**src/rtl/audio_pkg.sv**
```systemverilog
// Shared constants and types for the audio front end.
//
// NPTS      : points per FFT frame
// SAMPLE_W  : sample width, two's complement
// COEF_W    : Hann coefficient width, unsigned Q0.17
// hann_coef : periodic 16-point Hann window, 0.5*(1-cos(2*pi*i/16))*2^17,
//             rounded to nearest and clipped to 131071 (affects i = 8 only)
// state_t   : frame streamer FSM states
package audio_pkg;

  localparam int NPTS     = 16;
  localparam int SAMPLE_W = 18;
  localparam int COEF_W   = 17;

  localparam logic [COEF_W-1:0] hann_coef [NPTS] = '{
    17'd0,      17'd4989,   17'd19195,  17'd40456,
    17'd65536,  17'd90616,  17'd111877, 17'd126083,
    17'd131071, 17'd126083, 17'd111877, 17'd90616,
    17'd65536,  17'd40456,  17'd19195,  17'd4989
  };

  typedef enum logic {IDLE, STREAM} state_t;

endpackage

```
**src/rtl/hann_window_mult.sv**
```systemverilog
// Registered Hann weighting stage: y = sat18((x * w + 2^16) >>> 17).
//
// clk   : clock
// reset : synchronous active-high reset, clears y
// en    : load a new product into y; y holds while low
// x     : signed sample
// w     : unsigned Q0.17 coefficient
// y     : registered, rounded and saturated result
module hann_window_mult
  import audio_pkg::*;
(
  input  logic                       clk,
  input  logic                       reset,
  input  logic                       en,
  input  logic signed [SAMPLE_W-1:0] x,
  input  logic        [COEF_W-1:0]   w,
  output logic signed [SAMPLE_W-1:0] y
);

  localparam int PROD_W = SAMPLE_W + COEF_W + 1;
  localparam logic signed [PROD_W-1:0] HALF = PROD_W'(1) << (COEF_W - 1);
  localparam logic signed [PROD_W-1:0] SMAX = PROD_W'((2 ** (SAMPLE_W - 1)) - 1);
  localparam logic signed [PROD_W-1:0] SMIN = -SMAX - PROD_W'(1);

  logic signed [COEF_W:0]   w_s;
  logic signed [PROD_W-1:0] prod;
  logic signed [PROD_W-1:0] rounded;
  logic signed [PROD_W-1:0] shifted;

  // Zero-extend the coefficient so the multiply stays fully signed.
  assign w_s     = {1'b0, w};
  assign prod    = x * w_s;
  assign rounded = prod + HALF;
  assign shifted = rounded >>> COEF_W;

  always_ff @(posedge clk) begin
    if (reset) begin
      y <= '0;
    end else if (en) begin
      if (shifted > SMAX)      y <= SMAX[SAMPLE_W-1:0];
      else if (shifted < SMIN) y <= SMIN[SAMPLE_W-1:0];
      else                     y <= shifted[SAMPLE_W-1:0];
    end
  end

endmodule

```
**src/rtl/fft_frame_streamer.sv**
```systemverilog
// Snapshots a 16-tap sample window every HOP new samples and streams it
// oldest-first into the FFT input with a valid/ready handshake.
//
// Optional feature macro: HANN_WINDOW_EN. When defined, each sample is
// Hann-weighted through a registered multiplier (two clocks new_t->s_valid);
// otherwise samples pass through unmodified (one clock new_t->s_valid).
//
// Ports:
//   clk, reset     : clock, synchronous active-high reset
//   new_t, t0..t15 : shifter strobe and window (t0 newest, t15 oldest)
//   s_data/s_index/s_valid/s_ready/s_last : frame sample stream
//   overrun        : one-cycle pulse when a frame trigger is dropped
module fft_frame_streamer
  import audio_pkg::*;
#(
  parameter int HOP = 8
) (
  input  logic                clk,
  input  logic                reset,
  input  logic                new_t,
  input  logic [SAMPLE_W-1:0] t0,
  input  logic [SAMPLE_W-1:0] t1,
  input  logic [SAMPLE_W-1:0] t2,
  input  logic [SAMPLE_W-1:0] t3,
  input  logic [SAMPLE_W-1:0] t4,
  input  logic [SAMPLE_W-1:0] t5,
  input  logic [SAMPLE_W-1:0] t6,
  input  logic [SAMPLE_W-1:0] t7,
  input  logic [SAMPLE_W-1:0] t8,
  input  logic [SAMPLE_W-1:0] t9,
  input  logic [SAMPLE_W-1:0] t10,
  input  logic [SAMPLE_W-1:0] t11,
  input  logic [SAMPLE_W-1:0] t12,
  input  logic [SAMPLE_W-1:0] t13,
  input  logic [SAMPLE_W-1:0] t14,
  input  logic [SAMPLE_W-1:0] t15,
  output logic [SAMPLE_W-1:0] s_data,
  output logic [3:0]          s_index,
  output logic                s_valid,
  input  logic                s_ready,
  output logic                s_last,
  output logic                overrun
);

  localparam logic [4:0] FILL_FULL = 5'd16;
  localparam logic [4:0] HOP_LAST  = 5'(HOP - 1);

  logic [SAMPLE_W-1:0] taps [NPTS];
  assign taps[0]  = t0;   assign taps[1]  = t1;
  assign taps[2]  = t2;   assign taps[3]  = t3;
  assign taps[4]  = t4;   assign taps[5]  = t5;
  assign taps[6]  = t6;   assign taps[7]  = t7;
  assign taps[8]  = t8;   assign taps[9]  = t9;
  assign taps[10] = t10;  assign taps[11] = t11;
  assign taps[12] = t12;  assign taps[13] = t13;
  assign taps[14] = t14;  assign taps[15] = t15;

  // ---------------- fill / hop counters ----------------
  logic [4:0] fill_reg;
  logic [4:0] hop_reg;
  logic       trigger;

  // fill_reg == 15 on a strobe means the count becomes 16 right now.
  assign trigger = new_t && ((fill_reg == 5'd15) ||
                             (fill_reg == FILL_FULL && hop_reg == HOP_LAST));

  always_ff @(posedge clk) begin
    if (reset) begin
      fill_reg <= '0;
      hop_reg  <= '0;
    end else if (new_t) begin
      if (fill_reg != FILL_FULL) fill_reg <= fill_reg + 5'd1;
      if (fill_reg == 5'd15)           hop_reg <= '0;
      else if (fill_reg == FILL_FULL)  hop_reg <= (hop_reg == HOP_LAST) ? 5'd0 : hop_reg + 5'd1;
    end
  end

  // ---------------- frame FSM ----------------
  state_t              state_reg;
  logic [3:0]          idx_reg;
  logic                overrun_reg;
  logic [SAMPLE_W-1:0] f_reg [NPTS];
  logic                busy;     // a frame is still owed to the FFT
  logic                advance;  // element idx_reg is consumed this cycle
  logic                capture;

  assign capture = (state_reg == IDLE) && trigger && !busy;

  // f[0] is the oldest tap, so f[gi] = t(15-gi).
  for (genvar gi = 0; gi < NPTS; gi++) begin : g_frame
    always_ff @(posedge clk) begin
      if (reset)        f_reg[gi] <= '0;
      else if (capture) f_reg[gi] <= taps[NPTS-1-gi];
    end
  end

  always_ff @(posedge clk) begin
    if (reset) begin
      state_reg   <= IDLE;
      idx_reg     <= '0;
      overrun_reg <= 1'b0;
    end else begin
      overrun_reg <= trigger && busy;
      if (state_reg == IDLE) begin
        if (capture) begin
          idx_reg   <= '0;
          state_reg <= STREAM;
        end
      end else if (advance) begin
        idx_reg <= idx_reg + 4'd1;
        if (idx_reg == 4'd15) state_reg <= IDLE;
      end
    end
  end

  assign overrun = overrun_reg;

`ifdef HANN_WINDOW_EN
  // Output register stage: the multiplier result plus its index/last tag.
  // It reloads only when empty or being accepted, so a stalled beat holds.
  logic                       out_valid_reg;
  logic                       out_last_reg;
  logic [3:0]                 out_index_reg;
  logic                       load;
  logic signed [SAMPLE_W-1:0] win_data;

  assign load    = !out_valid_reg || s_ready;
  assign advance = (state_reg == STREAM) && load;
  // The frame stays busy until its final beat leaves the output register.
  assign busy    = (state_reg == STREAM) || out_valid_reg;

  hann_window_mult u_hann (
    .clk   (clk),
    .reset (reset),
    .en    (advance),
    .x     ($signed(f_reg[idx_reg])),
    .w     (hann_coef[idx_reg]),
    .y     (win_data)
  );

  always_ff @(posedge clk) begin
    if (reset) begin
      out_valid_reg <= 1'b0;
      out_last_reg  <= 1'b0;
      out_index_reg <= '0;
    end else if (load) begin
      out_valid_reg <= (state_reg == STREAM);
      out_last_reg  <= (idx_reg == 4'd15);
      out_index_reg <= idx_reg;
    end
  end

  assign s_valid = out_valid_reg;
  assign s_index = out_index_reg;
  assign s_last  = out_valid_reg && out_last_reg;
  assign s_data  = win_data;
`else
  assign advance = (state_reg == STREAM) && s_ready;
  assign busy    = (state_reg == STREAM);
  assign s_valid = (state_reg == STREAM);
  assign s_index = idx_reg;
  assign s_last  = (state_reg == STREAM) && (idx_reg == 4'd15);
  assign s_data  = f_reg[idx_reg];
`endif

endmodule

```
**config.mk**
```make
export PLATFORM = sky130hd
export DESIGN_NAME = fft_frame_streamer
export DESIGN_NICKNAME = d
export VERILOG_FILES = /design/src/rtl/audio_pkg.sv /design/src/rtl/hann_window_mult.sv /design/src/rtl/fft_frame_streamer.sv
export SDC_FILE = /design/constraint.sdc
export NUM_CORES = 1
export LEC_CHECK = 0
export ABC_AREA = 1
export ABC_CLOCK_PERIOD_IN_PS = 8000
export BUFFER_PORTS_ARGS = -buffer_cell sky130_fd_sc_hd__buf_2
export CAP_MARGIN = 5
export CORE_UTILIZATION = 51
export CTS_CLUSTER_SIZE = 25
export DETAILED_ROUTE_END_ITERATION = 6
export PLACE_DENSITY = 0.77
export SLEW_MARGIN = 5
export SYNTH_ARGS = -nofsm -noshare
export SYNTH_HDL_FRONTEND = slang
export SYNTH_SLANG_ARGS = --single-unit
```
**constraint.sdc**
```tcl
create_clock -name clk -period 8 [get_ports clk]
set_input_delay 0.4 -clock clk [delete_from_list [all_inputs] [get_ports clk]]
set_output_delay 0.4 -clock clk [all_outputs]
set_load 0.02 [all_outputs]
```
Yosys cells after proc, flatten, opt, wreduce, memory -nomap -nowiden
Memories as Yosys holds them, arrays and structs flattened. A register that Yosys moved wholly into a read port is not among the register bits.
Cells that the tools add are included.
- register bits: 16
- bits in latches: 0
- RAM bits: 288
- memory bits (read-only): 0
- output and inout bits: 25
- memories: 1
- memory list (name ; depth ; width ; rd ports ; clocked after memory_dff ; wr ports ; line ; text):
    f_reg ; 16 ; 18 ; 1 ; 1 ; 16 ; fft_frame_streamer.sv:82 ; logic [SAMPLE_W-1:0] f_reg [NPTS];
- add/sub/neg operators: 3
- $mul: 0
- divide/modulo/power cells: 0
- $lt $le $gt $ge: 0
- eq/ne operators: 6
- shift operators: 0
- muxes and demuxes: 32
- bitwise operators: 17
- reductions and logical operators: 14
- operators by type and width (kind ; number):
    $mux 18 ; 16
    $mux 4 ; 5
    $or 1x1->1 ; 16
    $mux 5 ; 3
    $add 5x1->5 const B ; 2
    $mux 1 ; 8
    $logic_and 1x1->1 ; 7
    $reduce_and 2->1 ; 3
    $eq 5x3->1 const B ; 1
    $eq 5x4->1 const B ; 1
    $eq 5x5->1 const B ; 1
    $ne 5x5->1 const B ; 1
    $add 4x1->4 const B ; 1
    $eq 4x4->1 const B ; 1
    $reduce_bool 2->1 ; 2
    $ne 2x1->1 const B ; 1
    $logic_not 1->1 ; 1
    $logic_or 1x1->1 ; 1
    $not 1->1 ; 1

Depth between registers and ports, before layout
Gate-level depths: netlist (run 1).
- word-level depth: 10
- mapped depth: 12
- mapped depth without buffers: 11

Worst setup path before layout (run 1)
Ideal clock, no wire load.
- path kind: register -> register
- from: register fill_reg[0]
- to: memory f_reg[0][0], enable pin
- setup time: 2.195 ns
- data arrival time: 5.745 ns
- slack: 0.060 ns
- cell stages (with the launch flop): 9
- path buffers: 0
- period minus slack after synthesis: 7.940 ns
- path through: dfxtp_1 ha_1 nand3_1 inv_1 ha_1 inv_1 nand2_1 nand4_4 nand2_1
- RTL lines (element ; line ; text):
    from (decl) ; fft_frame_streamer.sv:59 ; logic [4:0] fill_reg;
    from (signal assigned) ; fft_frame_streamer.sv:72 ; if (fill_reg != FILL_FULL) fill_reg <= fill_reg + 5'd1;
    to (decl) ; fft_frame_streamer.sv:82 ;

==> summary.md, run 1 <==
| Metric | Value |
|---|---|
| Cells after Synth | around 1700 |
| Io pins | 317 |
| Max FFs per register | around 290 |
| Unique masters post-synth | 25 |
| Worst VDD drop | approximately 0.17 mV |
| Top post-synthesis cells by area | edfxtp_1 52%, nor2_4 13%, inv_1 10% |
| Crit Path Category | flip-flop to output port |
| Final Hold Viols | 0 |
| H-tree levels | 1 |
| Syn nets | 1947 |
| Leak | 8.36 nW |
| Final setup vio count | 0 |
| Final Wtd Congestion | 0.804 |
| Setup Buffers After CTS | 0 |
| Synth warn | 0 |
| Post-CTS Resized | 0 |
| GR Overflow Total | 0 |
| Fmax | 263 MHz |
| Sequential element share of the synthesized area | between 50% and 60% |
| DP Area | 18300 sq um |
| Largest net degree at the start of global routing | 194 |
| Clock sink count | 308 |
| Rows | 65 |
| Design area | 19200 sq um |
| Vias per cell | 4.88 |
| WL final | 38.3 mm |
| Minimum hold slack | 0.0564 ns |
| Place WS | 4.35 ns |
| Status | finished clean |
| Die area | roughly 34000 sq um |
| Critical Path Start Type | flip-flop |
| Unrepaired setup endpoints after global routing | false |
| #FFs+latches synth | 308 |
| Synthesized cell area | 16700 sq um |
| Num CTS Buffers | 31 |
| DIE HEIGHT | between 150 and 200 um |
| Core box area | between 30000 and 40000 sq um |
| Pwr per Cell Area | 176 nW/um^2 |
| CTS tree | yes |
| Antenna violations before repair | 1 |
| GRT Total Usage | 22.9% |
| Max Cap Viol | 0 |
| Largest area contributor in the netlist | edfxtp_1 |
| Die Wd | roughly 180 um |
| DP HPWL | 26.9 mm |
| Synthesis-to-finish area growth | 14.7% |
| First-pass GRT wire length | 59.0 mm |
| Critical Path, Cell by Cell | buf_4 > o211ai_1 > nand3_1 > nand3_1 > nand2_1 > buf_2 |
| Wire per inst | 16.1 um |
| Post-Route Skew | 0.00993 ns |
| Vias | 11600 |
| Port bufs | 316 |
| Worst hold path type | input pin to flip-flop |
| Vias in the first global route | 11400 |
| Critical Path End Type | output port |
| Aggregate negative setup slack | 0 ns |
| CP max stage delay | 0.95 ns |
| Most frequent cells in the layout | 451 x inv_1, 316 x buf_2, 288 x edfxtp_1 |
| Final min period | 3.80 ns |
| Crit path arrival time | 3.40 ns |
| Clock Tree Buf Depth | 3 |
| Clock slew at reported path FFs | approximately 0.06 ns |
| Diode count | 0 |
| TritonRoute pass-1 iters | 5 |
| # hold bufs at CTS | 0 |
| 1st-iter DRT viols | 919 |
| Crit-path slowest cell | dfxtp_4 |
| Slew HR | between 10% and 20% |
| Worst EP required | 7.60 ns |
| ANT nets after route | 0 |
| Worst-path maximum fanout | 105 |
| Most common cell after layout, fill and taps aside | inv_1 |
| Post-synth top area share | between 50% and 60% |
| Root Driver | clkbuf_16 |
| Layout cells sized above 1 | 30.5% |
| Final period util | 47.4% |
| Final Max Slew Viols | 0 |
| # DRC | 0 |
| Final WS setup | 4.20 ns |
| Worst slew pin tran | 1.21 ns |
| Nets | roughly 2200 |
| Skew-Pair Late Insertion Delay | 0.55 ns |
| Most Frequent Cell on Critical Path | nand3_1 |
| Starting Density | 52.5% |
| Syn Area/Cell | between 10 and 15 sq um |
==> cell families after synthesis <==
family,count (synthesis),share of synthesized area [%]
xor+xnor,1,0.0524
compound gates,231,8.02
simple gates,559,22.9
flops,308,54.1
buf+inv,546,14.6
fa+ha+maj,5,0.374
==> worst max-delay path, delay by kind of cell, from the launching register on <==
family / cells / cell delay (ns)
buf+inv: 2 / 1.01
flops: 1 / 0.95
simple gates: 3 / 0.50
compound gates: 1 / 0.25
==> synth_stat cells <==
| cell | number |
|---|---|
| inv_1 | 451 |
| or2_1 | 1 |
| nor3_1 | 4 |
| o211ai_1 | 73 |
| nand2_2 | 1 |
| o21bai_1 | 1 |
| clkinv_1 | 3 |
| clkbuf_1 | 45 |
| inv_2 | 1 |
| nor2_2 | 19 |
| dfxtp_1 | 20 |
| nor2_1 | 89 |
| buf_6 | 4 |
| xnor2_1 | 1 |
| edfxtp_1 | 288 |
| nor2_4 | 200 |
| buf_12 | 22 |
| nand3_1 | 120 |
| a21oi_1 | 82 |
| buf_1 | 15 |
| buf_2 | 5 |
| ha_1 | 5 |
| nand2_1 | 124 |
| o21ai_0 | 75 |
| nand4_4 | 1 |
==> cell type report <==
class | count | area (sq um)
clock inverter | 9 | 70.1
multi-input combinational | 796 | 5250
fill | 2603 | 12700
inverter | 455 | 1710
clock buffer | 46 | 852
sequential | 308 | 9060
tap | 435 | 544
timing repair buffer | 327 | 1700
==> routing by layer <==
layer	vias up	track usage, %	routed length, um
met4	2	8.00	1210
met1	5371	29.7	15600
li1	5706	-	-
met2	438	39.2	19000
met3	79	3.36	2580
met5	-	0	15
==> stage by stage <==
step	utilization [%]	cells	total power, mW
final	60.2	2376	3.39
after floorplan	-	1650	1.98
after global placement	57.3	2321	2.07
after CTS	60.2	2376	3.41
after global routing	60.2	2376	3.48
after detailed placement	57.3	2321	2.08
==> final timing paths <==
path / endpoint / depth (start not counted) / startpoint / slack (ns)
setup / recovery: s_data[6] / 6 / flip-flop / 4.20
hold / removal: s_valid$_SDFF_PP0_ / 2 / s_ready / 0.06
setup reg to reg: f_reg[3][1]$_SDFFCE_PN0P_ / 10 / fill_reg[1]$_SDFFE_PP0P_ / 4.24
hold reg to reg: hop_reg[4]$_SDFFE_PP0P_ / 2 / hop_reg[4]$_SDFFE_PP0P_ / 0.50
==> power breakdown <==
| part | internal (mW) | leakage [nW] | switching [mW] |
|---|---|---|---|
| registers | 1.81 | 3.14 | 0.0148 |
| logic | 0.0782 | 4.78 | 0.142 |
| clock network | 0.761 | 0.440 | 0.582 |
| total | 2.65 | 8.36 | 0.739 |
Note: power is estimated with default switching activity, not from simulation.
==> run 2: changes to the inputs <==
- ABC_CLOCK_PERIOD_IN_PS: 8000 -> 3300
- clock period: 8 -> 3.3 ns (I/O delays scaled with it)
==> run 2 against run 1 <==
  * Combinational power grew to 3.6 times the previous value
  * Critical path depth grew 1
  * Clock-buffer cell count is 3 higher
  * Sequential share of layout area fell by 6.1 points
  * Via count is 14% higher
  * Critical endpoint is now s_data[2]
==> summary.md, run 2 (synthesis gave the netlist of run 1 again) <==
| Metric | Value |
|---|---|
| Vias | 13200 (+14%) |
| Crit Path Category | flip-flop to output port |
| Slew HR | 60.9% (+41 points) |
| Nets | 2478 (+12%) |
| Final min period | about 2.7 ns |
| Largest net degree at the start of global routing | 83 (-57%) |
| Fmax | 371 MHz |
| Cell internal pwr | 6.96 mW (+160%) |
| Worst hold endpoint | f_reg[14][2]$_SDFFCE_PN0P_ |
| WL final | 47.0 mm (+23%) |
| Critical Path, Cell by Cell | buf_12 > nand2_1 > o211ai_1 > nand3_1 > nand3_1 > nand2_1 > buf_2 |
| # hold bufs at CTS | 236 (+236) |
| Max Cap Viol | 0 (unchanged) |
| Sw Share | 22.1% (+0.30 points) |
| Multi-input logic area | 5260 sq um (+0.17%) |
| Highest metal used | met4 |
| Unrepaired setup endpoints after global routing | false |
| Die area | 33500 sq um (unchanged) |
| Critical Path Start Type | flip-flop |
| Num CTS Buffers | 34 (+9.7%) |
| Status | finished clean |
| DIE HEIGHT | 183 um (unchanged) |
| 1st-iter DRT viols | 1018 (+11%) |
| Placed insts | 2341 (+0.86%) |
| Met2 WL | 24.1 mm (+27%) |
| Worst slew pin tran | 0.587 ns (-0.618 ns) |
| Io pins | 317 (unchanged) |
| Most frequent cells in the layout | 451 x inv_1, 316 x buf_2, 288 x edfxtp_1 |
| Aggregate negative setup slack | 0 ns (unchanged) |
| Die Wd | 183 um (unchanged) |
| GR Overflow Total | 0 (unchanged) |
| Antenna violations before repair | 5 (+4) |
| Crit Reg-Reg Endpoint | f_reg[2][17]$_SDFFCE_PN0P_ |
| Fin util | 69.1% (+9.0 points) |
| Clock slew at reported path FFs | 0.06 ns (about the same) |
| Wire per inst | 17.8 um (+10%) |
| Layout cells sized above 1 | 28.1% (-2.4 points) |
| Vias in the first global route | 13800 (+21%) |
| Worst Hold Depth | 3 (+1) |
| CTS tree | yes |
| Worst r2r src | fill_reg[0]$_SDFFE_PP0P_ |
| Final setup vio count | 0 (unchanged) |
| Critical Path End Type | output port |
| First-pass GRT wire length | 71.7 mm (+22%) |
| Synthesis-to-finish area growth | 31.7% |
| Buffers and inverters on the worst path | 2 (unchanged) |
| Clock sink count | 308 (unchanged) |
| Most common cell after layout, fill and taps aside | inv_1 |
| Final Hold Viols | 0 (unchanged) |
| DP HPWL | 28.2 mm (+4.9%) |
| Cell Count, Final, Fillers Out | 2647 (+11%) |
| Final period util | 81.8% |
| Rows | 65 (unchanged) |
| Post-Route Skew | 0.0122 ns (+0.00232 ns) |
| Skew-Pair Late Insertion Delay | 0.50 ns (-0.05 ns) |
| Worst EP required | 3.13 ns (-4.47 ns) |
| Metal-1 WL | 17.5 mm (+12%) |
| Reg power frac | 49.5% (-4.3 points) |
| Vias per cell | 4.98 (+2.1%) |
| Crit-path slowest cell | dfxtp_4 |
| Reg-to-reg setup timing slack | 0.73 ns (-3.51 ns) |
| Root Driver | clkbuf_16 |
| Worst VDD drop | 0.366 mV (+110%) |
| Setup Buffers After CTS | 0 (unchanged) |
| Worst hold path type | input pin to flip-flop |
| Leak | 9.59 nW (+15%) |
| Final Max Slew Viols | 0 (unchanged) |
| Met3 Wirelength | 2.99 mm (+16%) |
| # DRC | 0 (unchanged) |
| Worst-path maximum fanout | 68 (-35%) |
| FF/Latch Area | 9060 sq um (unchanged) |
| Clock Tree Buf Depth | 3 (unchanged) |
| HP Start | t1[2] |
| Final Wtd Congestion | 0.857 (+6.7%) |
| Reg2Reg Depth | 10 (unchanged) |
| H-tree levels | 2 (+1) |
| Crit path arrival time | 2.53 ns (-0.87 ns) |
| Port bufs | 316 (unchanged) |
| Max FFs per register | 288 (unchanged) |
| ANT nets after route | 0 (unchanged) |
| GRT Total Usage | 28.2% (+5.2 points) |
| Comb pwr share | 8.9% (+2.4 points) |
| Pwr per Cell Area | 405 nW/um^2 (+130%) |
| Layout filler cell count | 2180 (-16%) |
| Switching Power | 1.98 mW (+170%) |
| Crit path max-delay family | flip-flops |
| CP max stage delay | 0.70 ns (-0.25 ns) |
| Clk pwr share | 41.6% (+1.9 points) |
| TritonRoute pass-1 iters | 5 (unchanged) |
| Starting Density | 52.5% (unchanged) |
| Post-CTS Resized | 0 (unchanged) |
| Core box area | 31900 sq um (unchanged) |
run 2: per-stage QoR:
step	power (mW)	cell area, sq um	setup slack [ns]	hold WS [ns]
finish	8.93	22000	0.602	0.00588
global route	9.19	22000	0.447	0.00452
CTS	8.91	22000	0.603	0.000371
detailed placement	5.04	18500	0.785	0.382
global placement	5.03	18500	0.820	0.370
floorplan	4.76	16700	0.615	0.252
run 2: cell type report:
type | count | area share [%]
flip-flops and latches | 308 | 41.1
diodes | 6 | 0.0681
inverters | 455 | 7.75
multi-input cells | 796 | 23.9
well taps | 435 | 2.47
clock inverters | 12 | 0.392
clock buffers | 49 | 4.55
repair buffers | 586 | 19.8
run 2: how the worst max path moves through the flow:
stage / start / end / slack (ns) / cells after the start
after floorplan: fill_reg[1]$_SDFFE_PP0P_ / f_reg[0][0]$_SDFFCE_PN0P_ / 0.62 / 8
after global placement: fill_reg[0]$_SDFFE_PP0P_ / f_reg[6][17]$_SDFFCE_PN0P_ / 0.82 / 10
after detailed placement: fill_reg[0]$_SDFFE_PP0P_ / f_reg[2][17]$_SDFFCE_PN0P_ / 0.78 / 10
after CTS: flip-flop / s_data[7] / 0.60 / 7
after global routing: flip-flop / s_data[7] / 0.45 / 7
final: flip-flop / s_data[2] / 0.60 / 7
run 2: layer usage:
layer,track usage [%],vias up
met5,0,-
met4,14.3,0
met3,4.13,160
met2,50.5,603
met1,32.7,6188
li1,-,6241
run 2: tightest hold or removal path: stages:
cell	delay (ns)
buf_2	0.08
inv_1	0.06
nor2_4	0.09
run 2: power groups by stage:
stage               logic (mW)  clock network (mW)  registers [mW]
floorplan                0.263                   0            4.49
global placement         0.541                   0            4.49
detailed placement       0.544                   0            4.50
CTS                      0.764                3.74            4.42
global route             0.853                3.90            4.43
finish                   0.796                3.72            4.42
==> run 3: changes to the inputs <==
- ABC_CLOCK_PERIOD_IN_PS: 3300 -> 2200
- clock period: 3.3 -> 2.2 ns (I/O delays scaled with it)
==> run 3 against run 2 <==
  * The flow now finishes with violations (negative setup slack)
  * Hold slack better by 0.023 ns
  * Global-route usage up 4.0 points
  * Combinational power grew 67%
  * Register-to-register slack worse by 0.65 ns
  * Critical path type unchanged
==> summary.md, run 3 (synthesis gave the netlist of run 1 again) <==
| Metric | Value |
|---|---|
| Status | finished, violations left |
| Failing checks | negative setup slack |
| Starting Density | 52.5% (unchanged) |
| Fmax | about 450 MHz |
| # DRC | 0 (unchanged) |
| WL final | 54.3 mm (+16%) |
| Wire per inst | 20.0 um (+12%) |
| Design area | 23400 sq um (+6.2%) |
| Nets | 2553 (+3.0%) |
| CTS tree | yes |
| Max FFs per register | 288 (unchanged) |
| Max Cap Viol | 0 (unchanged) |
| Unrepaired setup endpoints after global routing | true |
| Num CTS Buffers | 34 (unchanged) |
| Leak | 10.1 nW (+5.6%) |
| Worst EP required | 2.09 ns (-1.04 ns) |
| Worst r2r src | fill_reg[1]$_SDFFE_PP0P_ |
| Worst VDD drop | 0.428 mV (+17%) |
| 1st-iter DRT viols | 1257 (+23%) |
| DP Area | 18800 sq um (+1.6%) |
| Most frequent cells in the layout | 449 x inv_1, 301 x buf_2, 290 x dlygate4sd3_1 |
| Port bufs | 316 (unchanged) |
| Final Wtd Congestion | 0.832 (-2.9%) |
| Reg2Reg Depth | 11 (+1) |
| Synthesis-to-finish area growth | 39.9% |
| H-tree levels | 2 (unchanged) |
| Most common cell after layout, fill and taps aside | inv_1 |
| Antenna violations before repair | 6 (+1) |
| Cell Count, Final, Fillers Out | 2724 (+2.9%) |
| Io pins | 317 (unchanged) |
| Vias per cell | 5.14 (+3.1%) |
| Place WS | -0.00518 ns (-0.790 ns) |
| ANT nets after route | 0 (unchanged) |
| Crit Path Category | flip-flop to output port |
| Clock Tree Buf Depth | 3 (unchanged) |
| Critical Path End Type | output port |
| Slew HR | 69.7% (+8.9 points) |
| Die Wd | 183 um (unchanged) |
| Post-Route Skew | 0.0136 ns (+0.00139 ns) |
| Die area | 33500 sq um (unchanged) |
| TritonRoute pass-1 iters | 6 (+1) |
| Skew-Pair Late Insertion Delay | 0.51 ns (about the same) |
| Worst slew pin tran | 0.454 ns (-0.133 ns) |
| Worst-path maximum fanout | 36 (-47%) |
| Placed insts | 2352 (+0.47%) |
| Core box area | 31900 sq um (unchanged) |
| Clock sink count | 308 (unchanged) |
| Layout cells sized above 1 | 30.4% (+2.3 points) |
| Critical Path Start Type | flip-flop |
| Worst Hold Depth | 3 (unchanged) |
| Vias in the first global route | 14600 (+6.0%) |
| Final period util | 101% |
| Root Driver | clkbuf_16 |
| Vias | 14000 (+6.1%) |
| HP Start | t7[0] |
| Pwr per Cell Area | 579 nW/um^2 (+43%) |
| Layout filler cell count | 1971 (-9.6%) |
| Final WS setup | -0.0254 ns (-0.628 ns) |
| Worst hold path type | input pin to flip-flop |
| Final Hold Viols | 0 (unchanged) |
| GRT Total Usage | 32.2% (+4.0 points) |
| Largest net degree at the start of global routing | 79 (-4.8%) |
| DP HPWL | 29.2 mm (+3.4%) |
| Grt peak-use layer | met2 |
| Met1 usage | 36.0% (+3.3 points) |
| Clock slew at reported path FFs | 0.06 ns (about the same) |
| Crit path arrival time | 2.12 ns (-0.41 ns) |
| Final min period | approximately 2.2 ns |
| GR Overflow Total | 0 (unchanged) |
| GR Util met2 | 56.3% (+5.8 points) |
| DIE HEIGHT | 183 um (unchanged) |
| Final Max Slew Viols | 0 (unchanged) |
| First-pass GRT wire length | 80.3 mm (+12%) |
| Rows | 65 (unchanged) |
| Met3 usage | 6.35% (+2.2 points) |
| Final setup vio count | 1 (+1) |
| Minimum hold slack | 0.0288 ns (+0.0229 ns) |
-- run 3: per-stage QoR --
| step | setup TNS (ns) | total power, mW | utilization (%) |
|---|---|---|---|
| 3_3_place_gp | 0 | 7.55 | 59.1 |
| 3_5_place_dp | -0.00518 | 7.58 | 59.1 |
| 6_report | -0.0254 | 13.6 | 73.4 |
| 5_1_grt | -0.240 | 13.9 | 73.4 |
| 4_1_cts | 0 | 13.5 | 72.4 |
| 2_1_floorplan | -110.19 | 7.14 | - |
-- run 3: layer usage --
layer	vias to the layer above	wire, um	share of wire [%]
met5	-	0	0
met4	0	3610	6.6
met3	239	4020	7.4
met2	751	27400	50
met1	6601	19300	35
li1	6407	-	-
-- run 3: worst paths after layout --
kind / endpoint / slack, ns
setup / recovery: s_data[11] / -0.03
hold / removal: f_reg[8][0]$_SDFFCE_PN0P_ / 0.03
setup reg to reg: f_reg[8][14]$_SDFFCE_PN0P_ / 0.08
hold reg to reg: hop_reg[0]$_SDFFE_PP0P_ / 0.51
-- run 3: timing repair --
| item | in CTS | in global routing |
|---|---|---|
| gates cloned | 3 | 4 |
| endpoints found under the hold margin | 294 | 0 |
| pin swaps | 3 | 20 |
| endpoints found under the setup margin | 20 | 42 |
| setup buffers | 6 | 0 |
| resized for setup | 24 | 70 |
| hold buffers | 290 | 0 |
-- run 3: area by class of cell --
class	instances	area, sq um	area share (%)
Timing Repair Buffer	661	5490	23.5
Sequential cell	308	9060	38.7
Inverter	455	1710	7.30
Multi-Input combinational cell	796	5490	23.5
Antenna cell	8	20.0	0.0855
Clock inverter	16	125	0.535
Clock buffer	45	956	4.08
Tap cell	435	544	2.33
-- run 3: critical path, cell delays in order, from the launching register on --
cell      delay [ns]
dfxtp_4         0.35
buf_12          0.16
buf_16          0.18
o211ai_1        0.33
nand3_1         0.18
nand3_1         0.13
nand2_2         0.08
buf_4           0.16
-- run 3: where the power goes --
group | switching [mW] | internal (mW) | leakage (nW)
Combinational | 0.672 | 0.657 | 6.47
Sequential | 0.0621 | 6.57 | 3.14
Clock | 2.31 | 3.29 | 0.522
Total | 3.04 | 10.5 | 10.1
